==> config.mk <==
export PLATFORM = sky130hd
export DESIGN_NAME = chip_burst_sequencer
export DESIGN_NICKNAME = d
export VERILOG_FILES = /design/src/rtl/chip_burst_sequencer.sv
export SDC_FILE = /design/constraint.sdc
export NUM_CORES = 1
export LEC_CHECK = 0
export CAP_MARGIN = 20
export CORE_MARGIN = 2
export CORE_UTILIZATION = 42
export DETAILED_ROUTE_END_ITERATION = 8
export MAX_ROUTING_LAYER = met4
export PLACE_DENSITY_LB_ADDON = 0.05
export SLEW_MARGIN = 20
export SYNTH_ARGS = -nofsm -noshare
export SYNTH_HDL_FRONTEND = slang
export SYNTH_SLANG_ARGS = --single-unit
export TNS_END_PERCENT = 20
==> constraint.sdc <==
create_clock -name CLK80 -period 1.4 [get_ports CLK80]
set_input_delay 0.28 -clock CLK80 [delete_from_list [all_inputs] [get_ports CLK80]]
set_output_delay 0.28 -clock CLK80 [all_outputs]
set_load 0.05 [all_outputs]
==> src/rtl/chip_burst_sequencer.sv <==
// -----------------------------------------------------------------------------
// chip_burst_sequencer
//
// Splits 68040 line (burst) transfers into four single-longword cycles for the
// U712 chip RAM / register cycle logic, which cannot burst. Each beat is
// started with a TSn pulse and acknowledged to the CPU with one CPU_TAn pulse
// once U712 terminates it with TACKn. Non-line transfers run as one beat.
//
// Optional feature macro: BURST_TIMEOUT_EN
//   defined   -> 8-bit WAIT watchdog; on expiry CPU_TEAn pulses instead of
//                CPU_TAn and the remaining beats are dropped.
//   undefined -> no watchdog, CPU_TEAn tied high, WAIT holds indefinitely.
//
// Ports
//   CLK80       in   80 MHz clock, rising edge
//   RESETn      in   asynchronous active-low reset
//   CPU_TSn     in   CPU transfer start
//   CPU_RnW     in   CPU direction, valid with CPU_TSn
//   CPU_SIZ[1:0]in   CPU size, 2'b11 = line
//   CPU_A[1:0]  in   CPU address [3:2], starting longword
//   CHIPSPACEn  in   chip RAM / register space decode, low = selected
//   TACKn       in   U712 cycle termination
//   TSn         out  transfer start to U712 (2 cycles low per beat)
//   RnW_OUT     out  latched direction to U712
//   SIZ_OUT[1:0]out  size to U712 (longword on every line beat)
//   A_OUT[1:0]  out  longword address [3:2] to U712, wraps modulo 4
//   CPU_TAn     out  transfer acknowledge to CPU (2 cycles low per beat)
//   CPU_TEAn    out  transfer error acknowledge to CPU
//   BUSY        out  high whenever the sequencer is not idle
// -----------------------------------------------------------------------------
module chip_burst_sequencer #(
    parameter int TIMEOUT_CYCLES = 255
) (
    input  logic       CLK80,
    input  logic       RESETn,
    input  logic       CPU_TSn,
    input  logic       CPU_RnW,
    input  logic [1:0] CPU_SIZ,
    input  logic [1:0] CPU_A,
    input  logic       CHIPSPACEn,
    input  logic       TACKn,
    output logic       TSn,
    output logic       RnW_OUT,
    output logic [1:0] SIZ_OUT,
    output logic [1:0] A_OUT,
    output logic       CPU_TAn,
    output logic       CPU_TEAn,
    output logic       BUSY
);

    typedef enum logic [2:0] {
        S_IDLE,
        S_START,
        S_WAIT,
        S_ACK,
        S_GAP
    } state_t;

    state_t     state;
    logic       phase;   // second cycle of the 2-cycle START/ACK states
    logic [1:0] beats;   // beats remaining after the current one

`ifdef BURST_TIMEOUT_EN
    localparam logic [7:0] WDOG_LAST = 8'(TIMEOUT_CYCLES - 1);
    logic       err;     // current ACK phase reports an error, not a beat
    logic [7:0] wdog;
`else
    assign CPU_TEAn = 1'b1;
`endif

    logic line_req;
    assign line_req = (CPU_SIZ == 2'b11);

    always_ff @(posedge CLK80 or negedge RESETn) begin
        if (!RESETn) begin
            state    <= S_IDLE;
            phase    <= 1'b0;
            beats    <= 2'd0;
            TSn      <= 1'b1;
            RnW_OUT  <= 1'b1;
            SIZ_OUT  <= 2'b00;
            A_OUT    <= 2'b00;
            CPU_TAn  <= 1'b1;
            BUSY     <= 1'b0;
`ifdef BURST_TIMEOUT_EN
            err      <= 1'b0;
            wdog     <= 8'd0;
            CPU_TEAn <= 1'b1;
`endif
        end else begin
            // The strobes follow the state one cycle late, so A_OUT/SIZ_OUT/
            // RnW_OUT (updated on the state change) lead TSn by one cycle.
            // NOTE: non-blocking assignments here, so every right-hand side
            // reads the pre-edge state regardless of statement order.
            TSn <= (state != S_START);
`ifdef BURST_TIMEOUT_EN
            CPU_TAn  <= !((state == S_ACK) && !err);
            CPU_TEAn <= !((state == S_ACK) && err);
`else
            CPU_TAn  <= (state != S_ACK);
`endif

            case (state)
                S_IDLE: begin
                    if (!CPU_TSn && !CHIPSPACEn) begin
                        state   <= S_START;
                        phase   <= 1'b0;
                        BUSY    <= 1'b1;
                        RnW_OUT <= CPU_RnW;
                        A_OUT   <= CPU_A;
                        SIZ_OUT <= line_req ? 2'b00 : CPU_SIZ;
                        beats   <= line_req ? 2'd3 : 2'd0;
                    end
                end

                // TACKn is deliberately not looked at here; an early
                // termination on the last START cycle is not counted.
                S_START: begin
                    phase <= ~phase;
                    if (phase) begin
                        state <= S_WAIT;
`ifdef BURST_TIMEOUT_EN
                        wdog  <= 8'd0;
`endif
                    end
                end

                S_WAIT: begin
                    if (!TACKn) begin
                        state <= S_ACK;
                        phase <= 1'b0;
                    end
`ifdef BURST_TIMEOUT_EN
                    else if (wdog == WDOG_LAST) begin
                        // Error acknowledge replaces the beat; zeroing the
                        // counter makes GAP end the transfer.
                        state <= S_ACK;
                        phase <= 1'b0;
                        err   <= 1'b1;
                        beats <= 2'd0;
                    end else begin
                        wdog <= wdog + 8'd1;
                    end
`endif
                end

                S_ACK: begin
                    phase <= ~phase;
                    if (phase) begin
                        state <= S_GAP;
                    end
                end

                S_GAP: begin
                    if (TACKn) begin
                        if (beats == 2'd0) begin
                            state <= S_IDLE;
                            BUSY  <= 1'b0;
`ifdef BURST_TIMEOUT_EN
                            err   <= 1'b0;
`endif
                        end else begin
                            beats <= beats - 2'd1;
                            A_OUT <= A_OUT + 2'd1;   // 68040 wrap order
                            state <= S_START;
                            phase <= 1'b0;
                        end
                    end
                end

                default: begin
                    state <= S_IDLE;
                    BUSY  <= 1'b0;
                end
            endcase
        end
    end

endmodule

Word level (Yosys, flattened, before mapping) --
Cells that the tools add are included.
Word-level totals: register bits after elaboration 14, input bits 10, output and inout bits 9, word-level logic and storage cells 67
Cells by class: add/sub/neg operators 2, equal/unequal tests 14, multiplexer cells 26, bitwise gates (word level) 2, reductions and logical operators 14
Operators by type and width (count):
- two-way mux 2 bit | 8
- two-way mux 3 bit | 5
- one-hot mux 3 bit (5 select lines) | 1
- inequality test 2 bit (second input constant) | 7
- AND reduction 5 bit | 2
- two-way mux 1 bit | 8
- one-hot mux 2 bit (2 select lines) | 2
- AND reduction 4 bit | 2
- equality test 3 x 2 -> 1 bit (second input constant) | 2
- one-hot mux 1 bit (4 select lines) | 1
- nonzero test 4 bit | 1
- equality test 3 x 1 -> 1 bit (second input constant) | 1
- equality test 3 bit (second input constant) | 1
- logical NOT 3 bit | 1
- inequality test 3 x 1 -> 1 bit (second input constant) | 1
- inequality test 3 x 2 -> 1 bit (second input constant) | 1
- one-hot mux 1 bit (3 select lines) | 1
- OR reduction 3 bit | 1
- adder 2 x 1 -> 2 bit (second input constant) | 1
- equality test 2 bit (second input constant) | 1
- logical NOT 1 bit | 2
- logical NOT 2 bit | 1
- NOT 1 bit | 2
- AND reduction 2 bit | 1
- 4 further kinds | 4

Depth between registers and ports, before layout --
Gate-level depths: netlist of the first run.
depth after elaboration 4, gate-level depth with buffers 5, gate-level depth less buffers 5

Worst setup path after synthesis of the first run --
Ideal clock, no wire load.
path kind register to register, from register state[0], to register beats[1], library setup time 0.125 ns, arrival time 1.266 ns, data required time 1.275 ns, path slack 0.009 ns, stages on the path, launching flop included 6, buffers on the path 1, clock period less this slack 1.391 ns, path through dfrtp_1 buf_6 or3b_4 nand3_2 o21ai_1 mux2_2
On the way: word-level cells in the longest chain between the ends 3, elaborated cells between the ends (all ways) 8, those cells by class 4 x eq/ne; 1 x mux; 3 x reduce/logical
Ends and longest elaborated chain:
- from (decl) | RTL line 59 | state_t state;
- from (signal assigned) | RTL line 76 | state <= S_IDLE;
- from (signal assigned) | RTL line 106 | state <= S_START;
- from (signal assigned) | RTL line 121 | state <= S_WAIT;
- equality test 3 bit / logical NOT 3 bit (equally long branches) | RTL line 103 | case (state)
- inequality test 2 bit (no line) / nonzero test 2 bit (equally long branches)
- AND reduction 4 bit (no line)
- to (signal assigned) | RTL line 112 | beats <= line_req ? 2'd3 : 2'd0;
- to (signal assigned) | RTL line 163 | beats <= beats - 2'd1;
- to (decl) | RTL line 61 | logic [1:0] beats;
Parallel ways exist; a longest one is shown, timed or not. A chain may end at the register's enable or synchronous reset.

Worst setup path after layout of the first run --
from register state[2], to register beats[1]
The elaborated chain is that of the path after synthesis.

==> run summary, run 1 <==
Syn Inst Count: 76
WHS: 0.298 ns
R2r endpoint: beats[1]
Setup CP Type: register to register
Clock Path Buffers: 2
Starting DRT DRC Count: 6
Yosys reg bits: 14
CTS tree: done
Top delay family on crit path: flip-flops
Fmax: 696 MHz
Die height: 45.8 um
Post-synth EDFFs: 0
Initial Util: 0.434
Die area: 0.00210 mm2
Via Count: 631
Shortest period the worst path allows: 1.44 ns
Clock transition at path regs: 0.08 ns
Post-DRT Antenna Nets: 0
Setup crit end kind: register
Synthesis Warnings: 0
Die W: 45.8 um
Synth cell types: 34
Post-synth top area share: 0.375
Final Max Tran Viols: 0
Fin nets: 117
CTS H-tree depth: 1
Fin area: 0.00113 mm2
Initial antenna violation count: 0
R2r setup slk: -0.04 ns
Final GP Congestion: 0.826
Crit Path Max Fanout: 9
Top cells by count, synth: dfrtp_1, nand2_1, o21ai_0
Top-count cell post-synth: dfrtp_1
IO buf count: 17
CP max-delay cell: dfrtp_2
Final setup fails: 4
WL final: 1550 um
Area delta synth->final: 53.8%
Setup ws final: -0.0378 ns
Clock Latency Late Sink: 0.28 ns
Routed length per placed instance: 12.7 um
Sink Count: 14
R2R depth: 4
RSZ-0062 raised after global routing: true
Async SR Flop Fraction: 1.00
Crit path arrival time: 1.61 ns
Crit. Startpoint: state[2]
Total power: 2.74 mW
Layout cells sized above 1: 0.333
Largest net degree at the start of global routing: 15
CTS buffer count: 3
Fin crit share: 1.03
Core Rows: 15
Max Cap Viol: 0
Worst hold-check path type: input port to asynchronous set/reset pin
First-pass DRT Iterations: 2
R2R Path Start: state[2]
DRC violations left: 0
DPL Wire Length: 1100 um
Total gr overflow: 0
Final Skew: 0.00220 ns
CP Data Required Time: 1.57 ns
CP Cell Sequence: buf_6 -> a21oi_2 -> nand3b_1 -> mux2_2
Violated checks: setup timing
Static leakage: 0.493 nW
Yosys top cell by area: dfrtp_1
Seq/Total Area, Yosys: 0.483
Vias in the first global route: 595
Pre-CTS setup slack: -0.379 ns
First-pass GRT wire length: 2540 um
Ant. Diodes: 0
IO Pins: 19
Final hold vios: 0
Core ar.: 0.00169 mm2
Pwr Density: 2430 mW/mm2
Synth top area cells: dfrtp_1, dfstp_2, nand2_1, o21ai_0, nand2b_1
Top_reg_cell synth: dfrtp_1
CP max stage delay: 0.46 ns
Via/cell ratio: 5.17
Max IR drop VDD: 1.12 mV
Status: complete, but fails checks
Cell Area, Synth: 733 um2
CTS root buf: clkbuf_4
Worst Setup Start Kind: register
Global-route usage over all layers: 0.182
Placement Cell Area: 0.00105 mm2
Syn avg cell area: 9.65 um2
Crit path buffers/inverters: 1
Post-synth net total: 87
routing by layer:
metal / vias up / global-route usage / share of wire
li1: 321 / - / -
met1: 296 / 0.223 / 0.47
met2: 10 / 0.270 / 0.47
met3: 4 / 0.0714 / 0.039
met4: 0 / 0.0686 / 0.022
met5: - / - / 0
flip-flops by register name (all words and copies together) (netlist names):
signal   flops
A_OUT        2
BUSY         1
CPU_TAn      1
RnW_OUT      1
SIZ_OUT      2
TSn          1
beats        2
phase        1
state        3
through the flow:
stage | cells | utilization | setup TNS, ns
finish | 122 | 0.667 | -0.0553
global route | 122 | 0.667 | -0.272
CTS | 122 | 0.656 | -0.0640
detailed placement | 116 | 0.622 | -2.09
global placement | 116 | 0.622 | -1.60
floorplan | 76 | - | 0
how the worst max path moves through the flow:
stage,slack (ns),cells after the start,to
2_1_floorplan,0.009,5,beats[1]
3_3_place_gp,-0.30,5,beats[1]
3_5_place_dp,-0.38,5,beats[1]
4_1_cts,-0.04,4,phase
5_1_grt,-0.08,4,beats[1]
6_report,-0.04,4,beats[1]
repair_timing:
action / in CTS / in global routing
resized for setup: 4 / 4
pin swaps: 1 / 0
setup endpoints to repair: 5 / 8
buffers inserted: 2 / 0
hold buffers: 0 / 0
cells by family after synthesis:
logic type | Yosys count | share of synthesized area
AO/OA/AOI/OAI | 19 | 0.171
adder cells (fa/ha/maj) | 1 | 0.0171
AND/OR/NAND/NOR | 28 | 0.196
flip-flops | 14 | 0.483
multiplexers | 3 | 0.0444
buffers and inverters | 8 | 0.0597
other | 1 | 0.00511
XOR/XNOR | 2 | 0.0239
cells in the final DEF, fill, tap and decap left out, types with 2 or more instances in the layout:
master	instances
a211oi_1	2
o21ai_0	7
buf_4	11
buf_12	8
dfstp_2	3
inv_1	4
nor2_1	6
nand2_1	10
dlygate4sd2_1	2
clkbuf_4	3
mux2_2	2
nand2b_1	5
clkdlybuf4s50_1	7
dfrtp_1	10
final cells by class:
type	count	area [um2]
flip-flops and latches	14	355
well taps	17	21.3
repair buffers	29	342
clock buffers	4	36.3
fillers	133	562
inverters	4	15.0
multi-input cells	54	358
power breakdown:
group	switching (mW)	internal, mW
Clock	0.128	0.158
Combinational	0.779	0.823
Sequential	0.222	0.627
Note: power is estimated with default switching activity, not from simulation.
==> run 2, diff against run 1 <==
--- a/config.mk
+++ b/config.mk
@@ -6,7 +6,7 @@
 export NUM_CORES = 1
 export LEC_CHECK = 0
 export CAP_MARGIN = 20
-export CORE_MARGIN = 2
+export CORE_MARGIN = 4
 export CORE_UTILIZATION = 42
 export DETAILED_ROUTE_END_ITERATION = 8
 export MAX_ROUTING_LAYER = met4
==> run 2 against run 1 <==
Against the previous run: the flow still finishes with violations (setup timing); non-clock buffer count increased by 1; critical path depth rose by 1; setup slack improved by 0.026 ns; die area grew 18%; combinational power is 3% higher; critical endpoint is now beats[0]; largest cell class unchanged.
==> run summary, run 2 (synthesis results as in run 1) <==
Pwr Density: 2400 mW/mm2
Post-route insts no fill: 122
IO buf count: 17
CTS buffer count: 3
DPL Wire Length: 1180 um
R2r setup slk: -0.01 ns
IO Pins: 19
Worst Setup Start Kind: register
Pre-CTS setup slack: -0.323 ns
Psw: 1.17 mW
RSZ-0062 raised after global routing: true
Crit path buffers/inverters: 1
Switch share: 0.425
Max IR drop VDD: 1.43 mV
R2R Path Start: state[2]
Area delta synth->final: 56.5%
Final Skew: 0.00305 ns
CP Data Required Time: 1.58 ns
WHS: 0.297 ns
Final setup fails: 2
Die height: 49.8 um
Layout cells sized above 1: 0.358
Most frequent cells in the layout: buf_4, nand2_1, dfrtp_1, buf_12
Crit Path Max Fanout: 5
Max Cap Viol: 0
Die area: 0.00248 mm2
Global-route usage over all layers: 0.157
Via/cell ratio: 5.41
CP max stage delay: 0.46 ns
Max reg flops: 3
Starting DRT DRC Count: 15
Die W: 49.8 um
CP max-delay cell: dfrtp_2
DRC violations left: 0
Shortest period the worst path allows: 1.41 ns
Setup crit end kind: register
Crit path arrival time: 1.59 ns
Clock Path Buffers: 2
Final GP Congestion: 0.778
Crit. Startpoint: state[2]
Clock power share: 0.092
Total gr overflow: 0
Via Count: 660
Combinational Power Share: 0.600
Fin crit share: 1.01
Final hold vios: 0
WL final: 1710 um
Clock Latency Late Sink: 0.29 ns
Largest net degree at the start of global routing: 15
CTS tree: done
Setup ws final: -0.0121 ns
Status: complete, but fails checks
First-pass DRT Iterations: 4
Initial Util: 0.465
Worst hold-check path type: input port to asynchronous set/reset pin
Post-DRT Antenna Nets: 0
First-pass GRT wire length: 2870 um
Core Rows: 14
Sink Count: 14
Biggest register: state
Violated checks: setup timing
Setup CP Type: register to register
CTS H-tree depth: 1
Core ar.: 0.00158 mm2
# hold bufs at CTS: 0
Routed length per placed instance: 14.0 um
CTS root buf: clkbuf_4
Fmax: 708 MHz
Static leakage: 0.512 nW
CP Cell Sequence: nor3_4 -> a21oi_4 -> nand3b_1 -> buf_4 -> o32a_1
Initial antenna violation count: 0
Most common cell after layout, fill and taps aside: buf_4
Sequential power share: 0.308
Clock transition at path regs: 0.09 ns
Top delay family on crit path: flip-flops
Ant. Diodes: 0
Vias in the first global route: 676
Fin nets: 118
Inst Count DP: 114
Final Max Tran Viols: 0
Internal: 1.58 mW
==> run 2: per-layer routing <==
metal	global-route usage	wire length, um
met1	0.197	749
met2	0.244	849
met3	0.0301	72
met4	0.0691	35
met5	-	0
==> run 2: what timing repair did <==
item	4_1_cts	5_1_grt
pin swaps	0	2
hold endpoints to repair	0	0
resized for setup	3	9
setup buffers	3	1
gates cloned	0	0
setup endpoints to repair	3	5
==> run 2: path summary, 6_finish.rpt <==
| path | endpoint | cells past startpoint |
|---|---|---|
| worst max register to register | beats[0] | 5 |
| worst min register to register | beats[1] | 1 |
| worst max-delay path | beats[0] | 5 |
| worst min-delay path | SIZ_OUT[0] | 2 |
| min in group CLK80 | state[0] | 4 |
| max in group asynchronous | CPU_TAn | 2 |
==> run 2: area by class of cell <==
type	instances	area, um2
fill	115	429
multi-input combinational	54	377
sequential	14	357
timing repair buffer	30	353
clock buffer	4	26.3
tap	16	20.0
inverter	4	15.0
==> run 2: power by group through the flow <==
stage | Combinational [mW] | Sequential, mW | Clock (mW)
floorplan | 0.544 | 1.13 | 0
global placement | 1.53 | 0.836 | 0
detailed placement | 1.55 | 0.844 | 0
CTS | 1.60 | 0.842 | 0.252
global route | 1.75 | 0.881 | 0.284
finish | 1.65 | 0.850 | 0.252
==> run 2: per-stage QoR <==
stage          total power [mW]   util  TNS, ns  instance area, um2
4_1_cts                    2.70  0.702  -0.0731                1110
6_report                   2.76  0.728  -0.0227                1150
3_3_place_gp               2.37  0.661    -1.62                1040
3_5_place_dp               2.39  0.661    -1.78                1040
2_1_floorplan              1.67      -        0                 733
5_1_grt                    2.91  0.728   -0.266                1150
==> run 3, diff against run 2 <==
--- a/config.mk
+++ b/config.mk
@@ -9,6 +9,7 @@
 export CORE_MARGIN = 4
 export CORE_UTILIZATION = 42
 export DETAILED_ROUTE_END_ITERATION = 8
+export GPL_TIMING_DRIVEN = 0
 export MAX_ROUTING_LAYER = met4
 export PLACE_DENSITY_LB_ADDON = 0.05
 export SLEW_MARGIN = 20
==> run 3 against run 2 <==
Against the previous run: the flow still finishes with violations (setup timing); sequential cell count is the same; highest routed layer unchanged; final area shrank 13%; clock power shrank 2%; final cell count shrank 4.9%; critical endpoint is now beats[1]; largest power group unchanged; clock-buffer cell count is the same; first-iteration DRC count shrank 33%.
==> run summary, run 3 (synthesis results as in run 1) <==
Status: complete, but fails checks
Violated checks: setup timing
Max Cap Viol: 0
Most common cell after layout, fill and taps aside: dfrtp_1
Tightest Pin Transition: 0.616 ns
Fmax: 698 MHz
CTS root buf: clkbuf_4
Max reg flops: 3
Setup ws final: -0.0336 ns
RSZ-0062 raised after global routing: true
Final hold vios: 0
Largest net degree at the start of global routing: 15
Post-DRT Antenna Nets: 0
Initial Util: 0.465
DRC violations left: 0
Die area: 0.00248 mm2
Fill count: 140
Routed length per placed instance: 12.8 um
Setup crit end kind: register
WL final: 1490 um
DPL Wire Length: 1050 um
Final setup fails: 2
First-pass DRT Iterations: 3
Biggest register: state
Max-Slew Margin vs Limit: 0.588
Total gr overflow: 0
Total power: 2.33 mW
R2r endpoint: beats[1]
Shortest period the worst path allows: 1.43 ns
Starting DRT DRC Count: 10
Area delta synth->final: 36.2%
Final Skew: 0.00258 ns
FF+latch area: 354 um2
R2R Path Start: state[0]
Multi-input gate area: 378 um2
CTS buffer count: 3
WHS: 0.376 ns
Ant. Diodes: 0
Static leakage: 0.437 nW
CP Cell Sequence: buf_6 -> or3b_4 -> nand3_2 -> o21ai_2 -> mux2_4
CP Data Required Time: 1.58 ns
Initial antenna violation count: 0
Via/cell ratio: 5.36
R2r setup slk: -0.03 ns
First-pass GRT wire length: 2520 um
Worst hold-check path type: input port to asynchronous set/reset pin
Vias in the first global route: 591
# hold bufs at CTS: 0
CP max stage delay: 0.40 ns
Clock transition at path regs: 0.09 ns
CTS tree: done
Fin nets: 112
IO Pins: 19
CP max-delay cell: or3b_4
Clock Latency Late Sink: 0.28 ns
Crit path arrival time: 1.61 ns
Sink Count: 14
Global-route usage over all layers: 0.138
Layout cells sized above 1: 0.320
Pre-CTS setup slack: -0.339 ns
Fin crit share: 1.02
Pwr Density: 2330 mW/mm2
CTS H-tree depth: 1
Final GP Congestion: 0.733
Die W: 49.8 um
Core Rows: 14
IO buf count: 17
Max IR drop VDD: 1.13 mV
Clock Path Buffers: 2
Most frequent cells in the layout: dfrtp_1, nand2_1, o21ai_0, clkdlybuf4s50_1, buf_2
Final Max Tran Viols: 0
Via Count: 622
Crit Path Max Fanout: 8
Worst Setup Start Kind: register
Setup CP Type: register to register
R2R depth: 5
Die height: 49.8 um
Crit. Startpoint: state[0]
Core ar.: 0.00158 mm2
run 3: changes by cell type in the layout (fill, tap and decap cells not counted), sizes merged:
cell and change:
clkdlybuf4s15 +3, clkbuf +1, buf -10
run 3: where the power goes:
group          internal, mW  total, mW  switching, mW  leakage (nW)
clock                 0.111      0.247          0.136        0.0150
sequential            0.622      0.737          0.116         0.168
combinational         0.505       1.34          0.836         0.254
run 3: worst max-delay path: cells and delay by family, from the launching register on:
| family | cells | cell delay, ns |
|---|---|---|
| flip-flops | 1 | 0.38 |
| buffers and inverters | 1 | 0.13 |
| multiplexers | 1 | 0.26 |
| AND/OR/NAND/NOR | 2 | 0.49 |
| AO/OA/AOI/OAI | 1 | 0.06 |
run 3: cell type report:
class	instances	area share
plain buffers	4	0.0288
clock buffers	4	0.0263
inverters	4	0.0150
multi-input cells	54	0.378
flip-flops and latches	14	0.355
well taps	16	0.0201
repair buffers	20	0.177
run 3: metal layers:
layer  track usage  up-vias  part of all wire
met5             -        -                 0
met2         0.203       17              0.46
met3        0.0361        5             0.070
met1         0.170      291              0.44
met4        0.0829        0             0.024
li1              -      309                 -
run 3: how the worst max path moves through the flow:
stage / cells past startpoint / slack [ns] / endpoint
finish: 5 / -0.03 / beats[1]
floorplan: 5 / 0.009 / beats[1]
detailed placement: 5 / -0.34 / beats[1]
CTS: 1 / -0.05 / A_OUT[1]
global route: 5 / -0.10 / beats[1]
global placement: 5 / -0.33 / beats[1]
run 3: through the flow:
step / util / TNS (ns) / instance area (um2) / cells
after floorplan: - / 0 / 733 / 76
after global placement: 0.586 / -2.21 / 923 / 109
after CTS: 0.606 / -0.0765 / 955 / 113
after global routing: 0.633 / -0.313 / 998 / 116
after detailed placement: 0.586 / -2.33 / 923 / 109
final: 0.633 / -0.0486 / 998 / 116
run 3: repair_timing:
item / 4_1_cts / 5_1_grt
resized for setup: 32 / 11
pin swaps: 2 / 2
endpoints found under the setup margin: 10 / 10
hold endpoints to repair: 0 / 0
setup buffers: 0 / 3
